$ cat src/rtl/alu_seq_unit.sv
`default_nettype none
// +----------------------------------------------------------------------------+
// | alu_seq_unit : execute-stage ALU with funct decode and iterative RV32M      |
// |                multiply/divide engine behind valid/ready handshakes.        |
// | Revision    : 1.0                                                          |
// +----------------------------------------------------------------------------+
module alu_seq_unit #(
   parameter int XLEN    = 32,
   parameter bit MEXT_EN = 1'b1
) (
   input  logic            clk,
   input  logic            reset,
   input  logic            in_valid,
   output logic            in_ready,
   input  logic [1:0]      ALUOp,
   input  logic [2:0]      funct3,
   input  logic            funct7b5,
   input  logic            funct7b0,
   input  logic            opb5,
   input  logic [XLEN-1:0] a,
   input  logic [XLEN-1:0] b,
   output logic            out_valid,
   input  logic            out_ready,
   output logic [XLEN-1:0] result,
   output logic            zero,
   output logic            busy
);

   localparam int C_SHW  = $clog2(XLEN);
   localparam int C_CNTW = $clog2(XLEN);
   localparam logic [C_CNTW-1:0] C_LAST = C_CNTW'(XLEN - 1);

   localparam logic [1:0] S_IDLE = 2'd0;
   localparam logic [1:0] S_ITER = 2'd1;
   localparam logic [1:0] S_FIX  = 2'd2;
   localparam logic [1:0] S_DONE = 2'd3;

   logic [1:0]        r_state;
   logic [C_CNTW-1:0] r_cnt;
   logic [2*XLEN-1:0] r_acc;
   logic [XLEN-1:0]   r_mcand;
   logic [2:0]        r_f3;
   logic              r_neg;
   logic [XLEN-1:0]   r_result;
   logic              r_zero;

   logic [C_SHW-1:0]  w_shamt;
   logic [XLEN-1:0]   w_sra;
   logic              w_lt;
   logic              w_ltu;
   logic [XLEN-1:0]   w_base;
   logic              w_is_m;
   logic              w_sgn_a;
   logic              w_sgn_b;
   logic [XLEN-1:0]   w_mag_a;
   logic [XLEN-1:0]   w_mag_b;
   logic              w_neg;
   logic [XLEN:0]     w_hi_sum;
   logic [XLEN:0]     w_shift;
   logic [XLEN-1:0]   w_diff;
   logic              w_ge;
   logic [2*XLEN-1:0] w_acc_nxt;
   logic [2*XLEN-1:0] w_prod;
   logic [XLEN-1:0]   w_dsel;
   logic [XLEN-1:0]   w_m_res;

   // Single-cycle base operations
   always_comb begin
      w_shamt = b[C_SHW-1:0];
      w_sra   = $signed(a) >>> w_shamt;
      w_lt    = $signed(a) < $signed(b);
      w_ltu   = a < b;
      w_base  = a + b;
      case (ALUOp)
         2'b00: w_base = a + b;
         2'b01: w_base = a - b;
         2'b11: w_base = {{(XLEN-1){1'b0}}, w_lt};
         default: begin
            case (funct3)
               3'b000: w_base = (funct7b5 & opb5) ? (a - b) : (a + b);
               3'b001: w_base = a << w_shamt;
               3'b010: w_base = {{(XLEN-1){1'b0}}, w_lt};
               3'b011: w_base = {{(XLEN-1){1'b0}}, w_ltu};
               3'b100: w_base = a ^ b;
               3'b101: w_base = funct7b5 ? w_sra : (a >> w_shamt);
               3'b110: w_base = a | b;
               default: w_base = a & b;
            endcase
         end
      endcase
   end

   // M-op setup: the engine works on magnitudes, r_neg records the final sign fix
   always_comb begin
      w_is_m  = MEXT_EN && (ALUOp == 2'b10) && opb5 && funct7b0;
      w_sgn_a = a[XLEN-1] & ((funct3 == 3'b001) | (funct3 == 3'b010) |
                             (funct3 == 3'b100) | (funct3 == 3'b110));
      w_sgn_b = b[XLEN-1] & ((funct3 == 3'b001) | (funct3 == 3'b100) |
                             (funct3 == 3'b110));
      w_mag_a = w_sgn_a ? (~a + 1'b1) : a;
      w_mag_b = w_sgn_b ? (~b + 1'b1) : b;
      if (funct3[2]) begin
         // A zero divisor keeps the all-ones quotient unsigned-looking
         w_neg = funct3[1] ? w_sgn_a : ((w_sgn_a ^ w_sgn_b) & (b != '0));
      end else begin
         w_neg = w_sgn_a ^ w_sgn_b;
      end
   end

   // One iteration step: shift-add multiply or restoring divide on {hi, lo}
   always_comb begin
      w_hi_sum = {1'b0, r_acc[2*XLEN-1:XLEN]} + {1'b0, r_mcand};
      w_shift  = r_acc[2*XLEN-1:XLEN-1];
      w_diff   = w_shift[XLEN-1:0] - r_mcand;
      w_ge     = w_shift >= {1'b0, r_mcand};
      if (r_f3[2]) begin
         w_acc_nxt = {(w_ge ? w_diff : w_shift[XLEN-1:0]), r_acc[XLEN-2:0], w_ge};
      end else if (r_acc[0]) begin
         w_acc_nxt = {w_hi_sum, r_acc[XLEN-1:1]};
      end else begin
         w_acc_nxt = {1'b0, r_acc[2*XLEN-1:1]};
      end
   end

   always_comb begin
      w_prod  = r_neg ? (~r_acc + 1'b1) : r_acc;
      w_dsel  = r_f3[1] ? r_acc[2*XLEN-1:XLEN] : r_acc[XLEN-1:0];
      if (r_f3[2]) begin
         w_m_res = r_neg ? (~w_dsel + 1'b1) : w_dsel;
      end else if (r_f3 == 3'b000) begin
         w_m_res = w_prod[XLEN-1:0];
      end else begin
         w_m_res = w_prod[2*XLEN-1:XLEN];
      end
   end

   always_ff @(posedge clk or posedge reset) begin
      if (reset) begin
         r_state  <= S_IDLE;
         r_cnt    <= '0;
         r_acc    <= '0;
         r_mcand  <= '0;
         r_f3     <= '0;
         r_neg    <= 1'b0;
         r_result <= '0;
         r_zero   <= 1'b1;
      end else begin
         case (r_state)
            S_IDLE: begin
               if (in_valid) begin
                  if (w_is_m) begin
                     r_f3    <= funct3;
                     r_neg   <= w_neg;
                     r_cnt   <= '0;
                     r_mcand <= funct3[2] ? w_mag_b : w_mag_a;
                     r_acc   <= {{XLEN{1'b0}}, (funct3[2] ? w_mag_a : w_mag_b)};
                     r_state <= S_ITER;
                  end else begin
                     r_result <= w_base;
                     r_zero   <= (w_base == '0);
                     r_state  <= S_DONE;
                  end
               end
            end
            S_ITER: begin
               r_acc <= w_acc_nxt;
               r_cnt <= r_cnt + 1'b1;
               if (r_cnt == C_LAST) begin
                  r_state <= S_FIX;
               end
            end
            S_FIX: begin
               r_result <= w_m_res;
               r_zero   <= (w_m_res == '0);
               r_state  <= S_DONE;
            end
            default: begin
               if (out_ready) begin
                  r_state <= S_IDLE;
               end
            end
         endcase
      end
   end

   assign in_ready  = (r_state == S_IDLE);
   assign out_valid = (r_state == S_DONE);
   assign busy      = (r_state == S_ITER) || (r_state == S_FIX);
   assign result    = r_result;
   assign zero      = r_zero;

endmodule
`default_nettype wire
$ cat config.mk
export PLATFORM = sky130hd
export DESIGN_NAME = alu_seq_unit
export DESIGN_NICKNAME = d
export VERILOG_FILES = /design/src/rtl/alu_seq_unit.sv
export SDC_FILE = /design/constraint.sdc
export NUM_CORES = 1
export LEC_CHECK = 0
export CORE_MARGIN = 1
export CORE_UTILIZATION = 45
export CTS_BUF_LIST = sky130_fd_sc_hd__clkbuf_16
export CTS_CLUSTER_SIZE = 25
export DETAILED_ROUTE_END_ITERATION = 16
export DONT_BUFFER_PORTS = 1
export PLACE_DENSITY_LB_ADDON = 0.1
export SETUP_SLACK_MARGIN = 0.15
export SLEW_MARGIN = 20
export SYNTH_ARGS = -nofsm -noshare
export SYNTH_HDL_FRONTEND = slang
export SYNTH_SLANG_ARGS = --single-unit
export TNS_END_PERCENT = 30
$ cat constraint.sdc
create_clock -name clk -period 5.1 [get_ports clk]
set_clock_uncertainty 0.2 [all_clocks]
set_input_delay 0.765 -clock clk [delete_from_list [all_inputs] [get_ports clk]]
set_output_delay 0.765 -clock clk [all_outputs]
set_load 0.05 [all_outputs]
Word level (Yosys, flattened, before mapping)
Index checks and enable logic that the tools add are counted.
- multiplexer cells: 35
- magnitude comparators: 3
- reductions and logical operators: 17
- shift-type cells: 3
- eq/ne operators: 17
- $add $sub $neg: 9
- bitwise operators: 17
- operator list (kind ; number):
    two-way mux 32 bit ; 13
    two-way mux 64 bit ; 5
    one-hot mux 32 bit (7 select lines) ; 1
    one-hot mux 64 bit (2 select lines) ; 1
    adder 32 x 1 -> 32 bit, second input constant ; 3
    NOT 32 bit ; 3
    one-hot mux 32 bit (3 select lines) ; 1
    adder 64 x 1 -> 64 bit, second input constant ; 1
    zero test 32 bit ; 2
    < comparator 32 bit ; 2
    NOT 64 bit ; 1
    one-hot mux 32 bit (2 select lines) ; 1
    subtractor 32 bit ; 2
    adder 32 x 32 -> 33 bit ; 1
    >= comparator 33 x 32 -> 1 bit ; 1
    adder 32 bit ; 1
    bitwise AND 32 bit ; 1
    bitwise OR 32 bit ; 1
    nonzero test 32 bit ; 1
    << shifter 32 x 5 -> 32 bit ; 1
    right shift 32 x 5 -> 32 bit ; 1
    >>> shifter 32 x 5 -> 32 bit ; 1
    bitwise XOR 32 bit ; 1
    AND reduction 3 bit ; 4
    24 further kinds ; 51
- register bits: 140
- logic and storage cells: 109
- output and inout port bits: 36
- input port bits: 76

Depth between registers and ports, before layout
Gate-level depths: netlist of the first run.
- word-level depth: 10
- gate-level depth with buffers: 20
- mapped depth without buffers: 17

Worst setup path before layout of the first run
No wires, ideal clock.
- path type: input to register
- start point: input port b[1]
- end point: register r_zero, in the netlist zero
- stages: 19
- path slack: -414 ps
- arrival time: 5254 ps
- path through: buf_4 inv_2 buf_1 buf_2 buf_2 ha_1 a211oi_1 o21ai_1 o31a_1 a31oi_1 mux2_1 a2111o_1 a2111oi_2 nand4_1 nor4_1 nand4_1 or4_1 nor4b_2 a211o_1
- longest elaborated chain between the ends: 8
- RTL lines (element ; RTL line ; text):
    start, declared ; 21 ; input logic [XLEN-1:0] b,
    adder 32 bit (tied with other cells) ; 75, 80 ;
    two-way mux 32 bit (on tied branches) ; 80, 85 ;
    one-hot mux 32 bit (7 select lines) ; 79 ; case (funct3)
    one-hot mux 32 bit (3 select lines) * ; 74 ; case (ALUOp)
    zero test 32 bit * ; 160 ; r_zero <= (w_base == '0);
    two-way mux 1 bit * ; 151 ; if (w_is_m) begin
    two-way mux 1 bit * ; 150 ; if (in_valid) begin
    one-hot mux 1 bit (2 select lines) * ; 148 ; case (r_state)
    end signal, assigned ; 160 ;
    end signal, assigned ; 174 ; r_zero <= (w_m_res == '0);
    end, declared ; 45 ; logic r_zero;
Every way passes the cells marked *; elsewhere a longest branch is shown, timed or not. The select of a mux whose other input is x is not followed.
A chain may end at the register's enable or synchronous reset.

Worst setup path in the final report of the first run
- start point: register r_acc[37]
- end point: register r_zero, in the netlist zero
- longest elaborated chain between the ends: 7
- RTL lines (element ; RTL line ; text):
    start, declared ; 40 ; logic [2*XLEN-1:0] r_acc;
    start signal, assigned ; 156 ; r_acc <= {{XLEN{1'b0}}, (funct3[2] ? w_mag_a : w_mag_b)};
    start signal, assigned ; 166 ; r_acc <= w_acc_nxt;
    NOT 64 bit / two-way mux 32 bit (equally long branches) ; 126, 127 ;
    adder 64 x 1 -> 64 bit / NOT 32 bit (equally long branches) ; 126, 129 ;
    two-way mux 64 bit / adder 32 x 1 -> 32 bit (equally long branches) ; 126, 129 ;
    two-way mux 32 bit (on tied branches) ; 130, 129 ;
    two-way mux 32 bit * ; 128 ; if (r_f3[2]) begin
    zero test 32 bit * ; 174 ;
    one-hot mux 1 bit (2 select lines) * ; 148 ;
Every way passes the cells marked *; elsewhere a longest branch is shown, timed or not.

==> results.md, run 1 <==
* Main synth FF type: dfrtp_1
* First-pass GRT wire length at 185000 microns
* Root Buffer: clkbuf_16
* Synth Register Bits at 140
* Crit path largest cell delay at 0.74 ns
* Mapped cell area at 25800 sq um
* Post-DRT Antenna Nets at 0
* Largest family of logic cells by synthesized area: compound AO/OA/AOI/OAI gates
* Max Transition Viols Final at 0
* DR DRC count at 0
* Setup WS pre-CTS at -0.0507 ns
* Std cell rows at 87
* Fin crit share at 0.960
* 1st-iter DRT viols at 3488
* Final HPWL DP at 102000 microns
* Post-Synth XOR/XNOR Area at 0.0768
* Largest net degree at the start of global routing at 115
* Logic pwr share at 0.722
* CTS max path bufs at 2
* WP data arrival at 5.09 ns
* Startpoint Class: flop
* TritonCTS clock tree: yes
* Final hold viol count at 0
* Vias in the first global route at 27200
* H-tree Lvls at 4
* Post-synthesis sequential area ratio at 0.136
* Leakage at 11.5 nW
* Die H at 241 microns
* Post-Syn Nets at 3872
* Final Setup Violations at 0
* # clock sinks at 140
* Max IR drop VDD at 0.406 mV
* Synth Area in Simple Gates at 0.213
* Avg WL per Cell at 30.1 microns
* Final WS setup at 0.206 ns
* Fraction of final layout cells sized beyond drive strength 1 at 0.116
* YS warnings at 0
* Placer congestion estimate at 1.06
* Async S/R FF share, synth at 1.00
* DR vias at 29400
* Clock-pin slew on the worst setup and hold paths at 0.08 ns
* Worst-margin pin slew at 1.08 ns
* Area of the multi-input gates at 20500 sq um
* Grt total ovfl at 0
* PortBufs at 0
* Minimum clock period at 4.89 ns
* Inserted Clock Buffers at 17
* Worst min-delay path class: in2async
* Clock latency on the worst-skew pair at 0.46 ns
* Critical path class: reg2reg
* Starting Density at 0.456
* Syn avg cell area at 7.12 sq um
* Switch share at 0.579
* Vias per cell at 6.82
* Fillers at 5725
* Maxcap violations at 0
* Compound-cell area share of the yosys netlist at 0.301
* CP Max Fanout at 13
* Number of synthesized flops with an enable pin at 0
* Commonest non-fill, non-tap cell in the layout: nor2_1
* Postcts setup bufs at 0
* Post-synth cell types at 114
* Crit-path cells: nor4_1, nand4_1, nand4bb_1, or3_1, o41ai_1, xor2_1, a211oi_1, a21oi_1, nand4_1, nor4_1, and3_1, a211o_1
* Most frequent cells in the layout: 366 x nor2_1, 347 x a21oi_1, 332 x nand2_1
* Reg area at 3510 sq um
* Die ar. at 58200 sq um
* Critical Path Sink Type: flop
* Initial antenna violation count at 3
* Power per Cell Area at 545 nW/um^2
* Clock Power Share at 0.084
* Reg power frac at 0.195
* Area share of fa/ha/maj cells after synthesis at 0.0861
* Reported net switching power at 8.72 mW
* Cell at the slowest stage of the critical path: nor4_1
* Aggregate routed wire length at 130000 microns
* Die Span X at 241 microns
* F_max at 204 MHz
* Nets@finish at 3787
* Worst r2r src: r_acc[37]
* Layout area overhead at 7.29%
* Mux cell area share after synthesis at 0.114
* IO Pins at 112
* Global Route Usage Sum at 0.435
* Crit path from: r_acc[37]
* RSZ-0062 raised after global routing: false
* WP data required at 5.30 ns
* Relative slew slack at 0.272
* Minimum hold slack at 0.0662 ns
* Cells after synthesis at 3621
* Placeable core area at 56500 sq um
* First-pass iteration count of the detailed router at 6
* Outcome: completed
* Cell internal pwr at 6.34 mW
what timing repair did:
action,CTS,global route
hold buffers,0,0
setup endpoints to repair,0,1
resized for setup,0,3
through the flow:
stage	power, mW	area, sq um	instances	util	setup TNS [ns]
after detailed placement	13.4	27000	4273	0.479	-0.0507
after global placement	13.3	27000	4273	0.479	0
final	15.1	27600	4307	0.489	0
after floorplan	10.2	25800	3621	-	0
after CTS	14.7	27600	4305	0.489	0
after global routing	16.0	27600	4305	0.489	0
worst max-delay path, delay by kind of cell (launching register included):
family                    cells  cell delay, ns
AOI/OAI and AO/OA             4            1.05
xor gates and xnor gates      1            0.18
DFF                           1            0.58
and+or+nand+nor               7            2.80
layout make-up:
class | instances | share of cell area
Clock buffer | 17 | 0.0154
Sequential cell | 140 | 0.127
Multi-Input combinational cell | 3009 | 0.740
Inverter | 170 | 0.0234
Tap cell | 756 | 0.0342
Clock inverter | 15 | 0.00548
Antenna cell | 2 | 0.000181
Timing Repair Buffer | 198 | 0.0547
power groups by stage:
stage	Combinational (mW)	Clock (mW)	Sequential (mW)
after global routing	11.7	1.32	2.97
final	10.9	1.26	2.93
after floorplan	7.82	0	2.34
after CTS	10.6	1.27	2.89
after global placement	10.4	0	2.90
after detailed placement	10.5	0	2.91
registers in the layout, summed over array words and instances, names as in the netlist:
register,cells
r_cnt,5
r_mcand,32
zero,1
result,32
r_state,2
r_acc,64
r_f3,3
r_neg,1
cells in the mapped netlist (64+ instances only):
| master | instances | area share |
|---|---|---|
| nor3_1 | 87 | 0.017 |
| dfrtp_1 | 139 | 0.13 |
| nor2_1 | 368 | 0.054 |
| nand2b_1 | 64 | 0.016 |
| clkbuf_1 | 222 | 0.032 |
| xnor2_1 | 159 | 0.054 |
| xor2_1 | 67 | 0.023 |
| a21oi_1 | 347 | 0.067 |
| mux2i_1 | 121 | 0.047 |
| nand3_1 | 79 | 0.015 |
| nand2_1 | 333 | 0.049 |
| o21ai_0 | 279 | 0.054 |
| ha_1 | 171 | 0.083 |
| inv_1 | 162 | 0.024 |
cell families (layout without fill, tap and decap cells):
family	count (synthesis)	count (layout)
buf+inv	472	400
other cells	0	2
simple gates	1165	1165
xor+xnor	226	226
flops	140	140
mux	233	233
compound gates	1210	1210
fa+ha+maj	175	175
routing by layer:
| layer | GRT usage | vias up | wire, microns |
|---|---|---|---|
| li1 | - | 13000 | - |
| met1 | 0.530 | 14200 | 49800 |
| met2 | 0.690 | 1726 | 57400 |
| met3 | 0.0832 | 431 | 11800 |
| met4 | 0.304 | 2 | 10500 |
| met5 | 0 | - | 12 |
worst paths after layout:
| check | cells after the start | end | slack (ns) |
|---|---|---|---|
| worst max-delay path | 12 | zero | 0.21 |
| worst min register to register | 2 | r_cnt[4] | 0.29 |
| worst max register to register | 12 | zero | 0.21 |
| worst min-delay path | 1 | r_mcand[26] | 0.07 |
| min in group clk | 2 | r_cnt[4] | 0.29 |
| max in group asynchronous | 2 | r_f3[2] | 3.56 |
(Power assumes the default switching activity.)
==> inputs of run 2 (changes only) <==
--- a/config.mk
+++ b/config.mk
@@ -5,8 +5,9 @@
 export SDC_FILE = /design/constraint.sdc
 export NUM_CORES = 1
 export LEC_CHECK = 0
-export CORE_MARGIN = 1
-export CORE_UTILIZATION = 45
+export CELL_PAD_IN_SITES_DETAIL_PLACEMENT = 0
+export CELL_PAD_IN_SITES_GLOBAL_PLACEMENT = 2
+export CORE_UTILIZATION = 35
 export CTS_BUF_LIST = sky130_fd_sc_hd__clkbuf_16
 export CTS_CLUSTER_SIZE = 25
 export DETAILED_ROUTE_END_ITERATION = 16
==> results.md, run 2 (synthesis results as in run 1) <==
* 1st-iter DRT viols at 2774 (was 3488)
* Maxcap violations at 0 (unchanged)
* Critical path class: reg2reg (unchanged)
* Std cell rows at 99 (was 87)
* Root Buffer: clkbuf_16 (unchanged)
* Critical Path Sink Type: flop (unchanged)
* WP data arrival at 4.93 ns (was 5.09 ns)
* First-pass GRT wire length at 201000 microns (was 185000 microns)
* Max FFs per register at 64 (unchanged)
* Reg area at 3510 sq um (unchanged)
* Final WS setup at 0.368 ns (was 0.206 ns)
* TritonCTS clock tree: yes (unchanged)
* Commonest non-fill, non-tap cell in the layout: nor2_1 (unchanged)
* Initial antenna violation count at 7 (was 3)
* Placeable core area at 73000 sq um (was 56500 sq um)
* Worst r2r src: r_acc[27] (was r_acc[37])
* Total power at 15.5 mW (was 15.1 mW)
* Global Route Usage Sum at 0.368 (was 0.435)
* GR peak layer: met2 (unchanged)
* CTS max path bufs at 2 (unchanged)
* Max Transition Viols Final at 0 (unchanged)
* Fillers at 7775 (was 5725)
* PortBufs at 0 (unchanged)
* Max IR drop VDD at 0.352 mV (was 0.406 mV)
* Layout area overhead at 9.98% (was 7.29%)
* Largest Register: r_acc (unchanged)
* DR DRC count at 0 (unchanged)
* Final HPWL DP at 113000 microns (was 102000 microns)
* M3 GR Usage at 0.0651 (was 0.0832)
* Met2 Track Usage GR at 0.628 (was 0.690)
* Inserted Clock Buffers at 17 (unchanged)
* Minimum clock period at 4.73 ns (was 4.89 ns)
* Largest net degree at the start of global routing at 115 (unchanged)
* Postcts setup bufs at 0 (unchanged)
* Startpoint Class: flop (unchanged)
* # clock sinks at 140 (unchanged)
* Setup WS pre-CTS at -0.0643 ns (was -0.0507 ns)
* RSZ-0062 raised after global routing: false (unchanged)
* Met1 GRT Util at 0.430 (was 0.530)
* Die H at 273 microns (was 241 microns)
* Avg WL per Cell at 30.9 microns (was 30.1 microns)
* Outcome: completed (unchanged)
* Power per Cell Area at 548 nW/um^2 (was 545 nW/um^2)
* IO Pins at 112 (unchanged)
* Vias in the first global route at 27800 (was 27200)
* Placer congestion estimate at 1.01 (was 1.06)
* Worst-margin pin slew at 1.23 ns (was 1.08 ns)
* Reg2reg end: zero (unchanged)
* Grt total ovfl at 0 (unchanged)
* Relative slew slack at 0.176 (was 0.272)
* Die Span X at 273 microns (was 241 microns)
* Final Setup Violations at 0 (unchanged)
* FF-to-FF setup slack at 0.37 ns (was 0.21 ns)
* H-tree Lvls at 4 (unchanged)
* WP data required at 5.30 ns (about the same)
* DR vias at 29000 (was 29400)
* Vias per cell at 6.36 (was 6.82)
* Post-DRT Antenna Nets at 0 (unchanged)
* Leakage at 11.8 nW (was 11.5 nW)
* Die ar. at 74700 sq um (was 58200 sq um)
* Post-CTS Hold Fix Bufs at 0 (unchanged)
* Aggregate routed wire length at 141000 microns (was 130000 microns)
* Area of the multi-input gates at 20500 sq um (about the same)
* Nets@finish at 3838 (was 3787)
* Fin crit share at 0.928 (was 0.960)
* R2R depth at 13 (was 12)
* Clock latency on the worst-skew pair at 0.46 ns (about the same)
* # resized after CTS at 0 (unchanged)
* CP Max Fanout at 6 (was 13)
* Most frequent cells in the layout: 364 x nor2_1, 347 x a21oi_1, 332 x nand2_1 (was 366 x nor2_1, 347 x a21oi_1, 332 x nand2_1)
* Fraction of final layout cells sized beyond drive strength 1 at 0.129 (was 0.116)
* Worst min-delay path class: in2async (unchanged)
* Starting Density at 0.353 (was 0.456)
* Clock-pin slew on the worst setup and hold paths at 0.08 ns (about the same)
* First-pass iteration count of the detailed router at 8 (was 6)
* F_max at 211 MHz (was 204 MHz)
* Final hold viol count at 0 (unchanged)
## run 2: cell types whose count changed in the layout (fill, tap and decap cells not counted), moves of 2 or more
cell	delta
buf_12	+2
inv_6	-2
inv_8	+2
nor2_2	+2
nor2_1	-2
buf_4	+49
## run 2: area by class of cell
type	count	area share
Multi-Input combinational cell	3009	0.722
Inverter	170	0.0228
Antenna cell	2	0.000177
Sequential cell	140	0.124
Timing Repair Buffer	249	0.0677
Tap cell	959	0.0423
Clock inverter	15	0.00605
Clock buffer	17	0.0150
## run 2: power by group
part	leakage [nW]	switching (mW)	internal, mW
Sequential	1.74	1.26	1.58
Combinational	9.74	6.99	4.36
Clock	0.296	0.641	0.701
Total	11.8	8.89	6.64
## run 2: per-stage QoR
step	hold slack [ns]	area, sq um	setup TNS, ns	cells	utilization
2_1_floorplan	0.245	25800	0	3621	-
3_3_place_gp	0.260	27700	-0.0602	4527	0.380
3_5_place_dp	0.272	27700	-0.0643	4527	0.380
4_1_cts	0.0497	28300	0	4559	0.388
5_1_grt	0.0628	28300	0	4560	0.388
6_report	0.0248	28300	0	4561	0.388
## run 2: worst max-delay path, stage by stage (launching register included)
cell and delay (ns):
dfrtp_1 0.49, or4_1 0.70, nor2b_1 0.32, nand4_1 0.34, buf_4 0.28, o21ai_0 0.21, xnor2_1 0.10, o21ai_0 0.36
buf_4 0.23, nand4b_1 0.10, or4_1 0.67, nor4_1 0.35, and3_1 0.23, a211o_1 0.11
## run 2: layer usage
layer / up-vias / wire [microns]
met4: 12 / 9400
met1: 14200 / 55000
met5: - / 87
met3: 326 / 9720
li1: 13200 / -
met2: 1279 / 66700
## run 2: worst max-delay path by stage
stage           end      start  depth (start not counted)  slack (ns)
2_1_floorplan  zero       b[1]                         19        0.15
3_3_place_gp   zero       a[0]                         18       -0.06
3_5_place_dp   zero       a[0]                         18       -0.06
4_1_cts        zero   r_acc[0]                         14        0.31
5_1_grt        zero       b[0]                         16        0.21
6_report       zero  r_acc[27]                         13        0.37
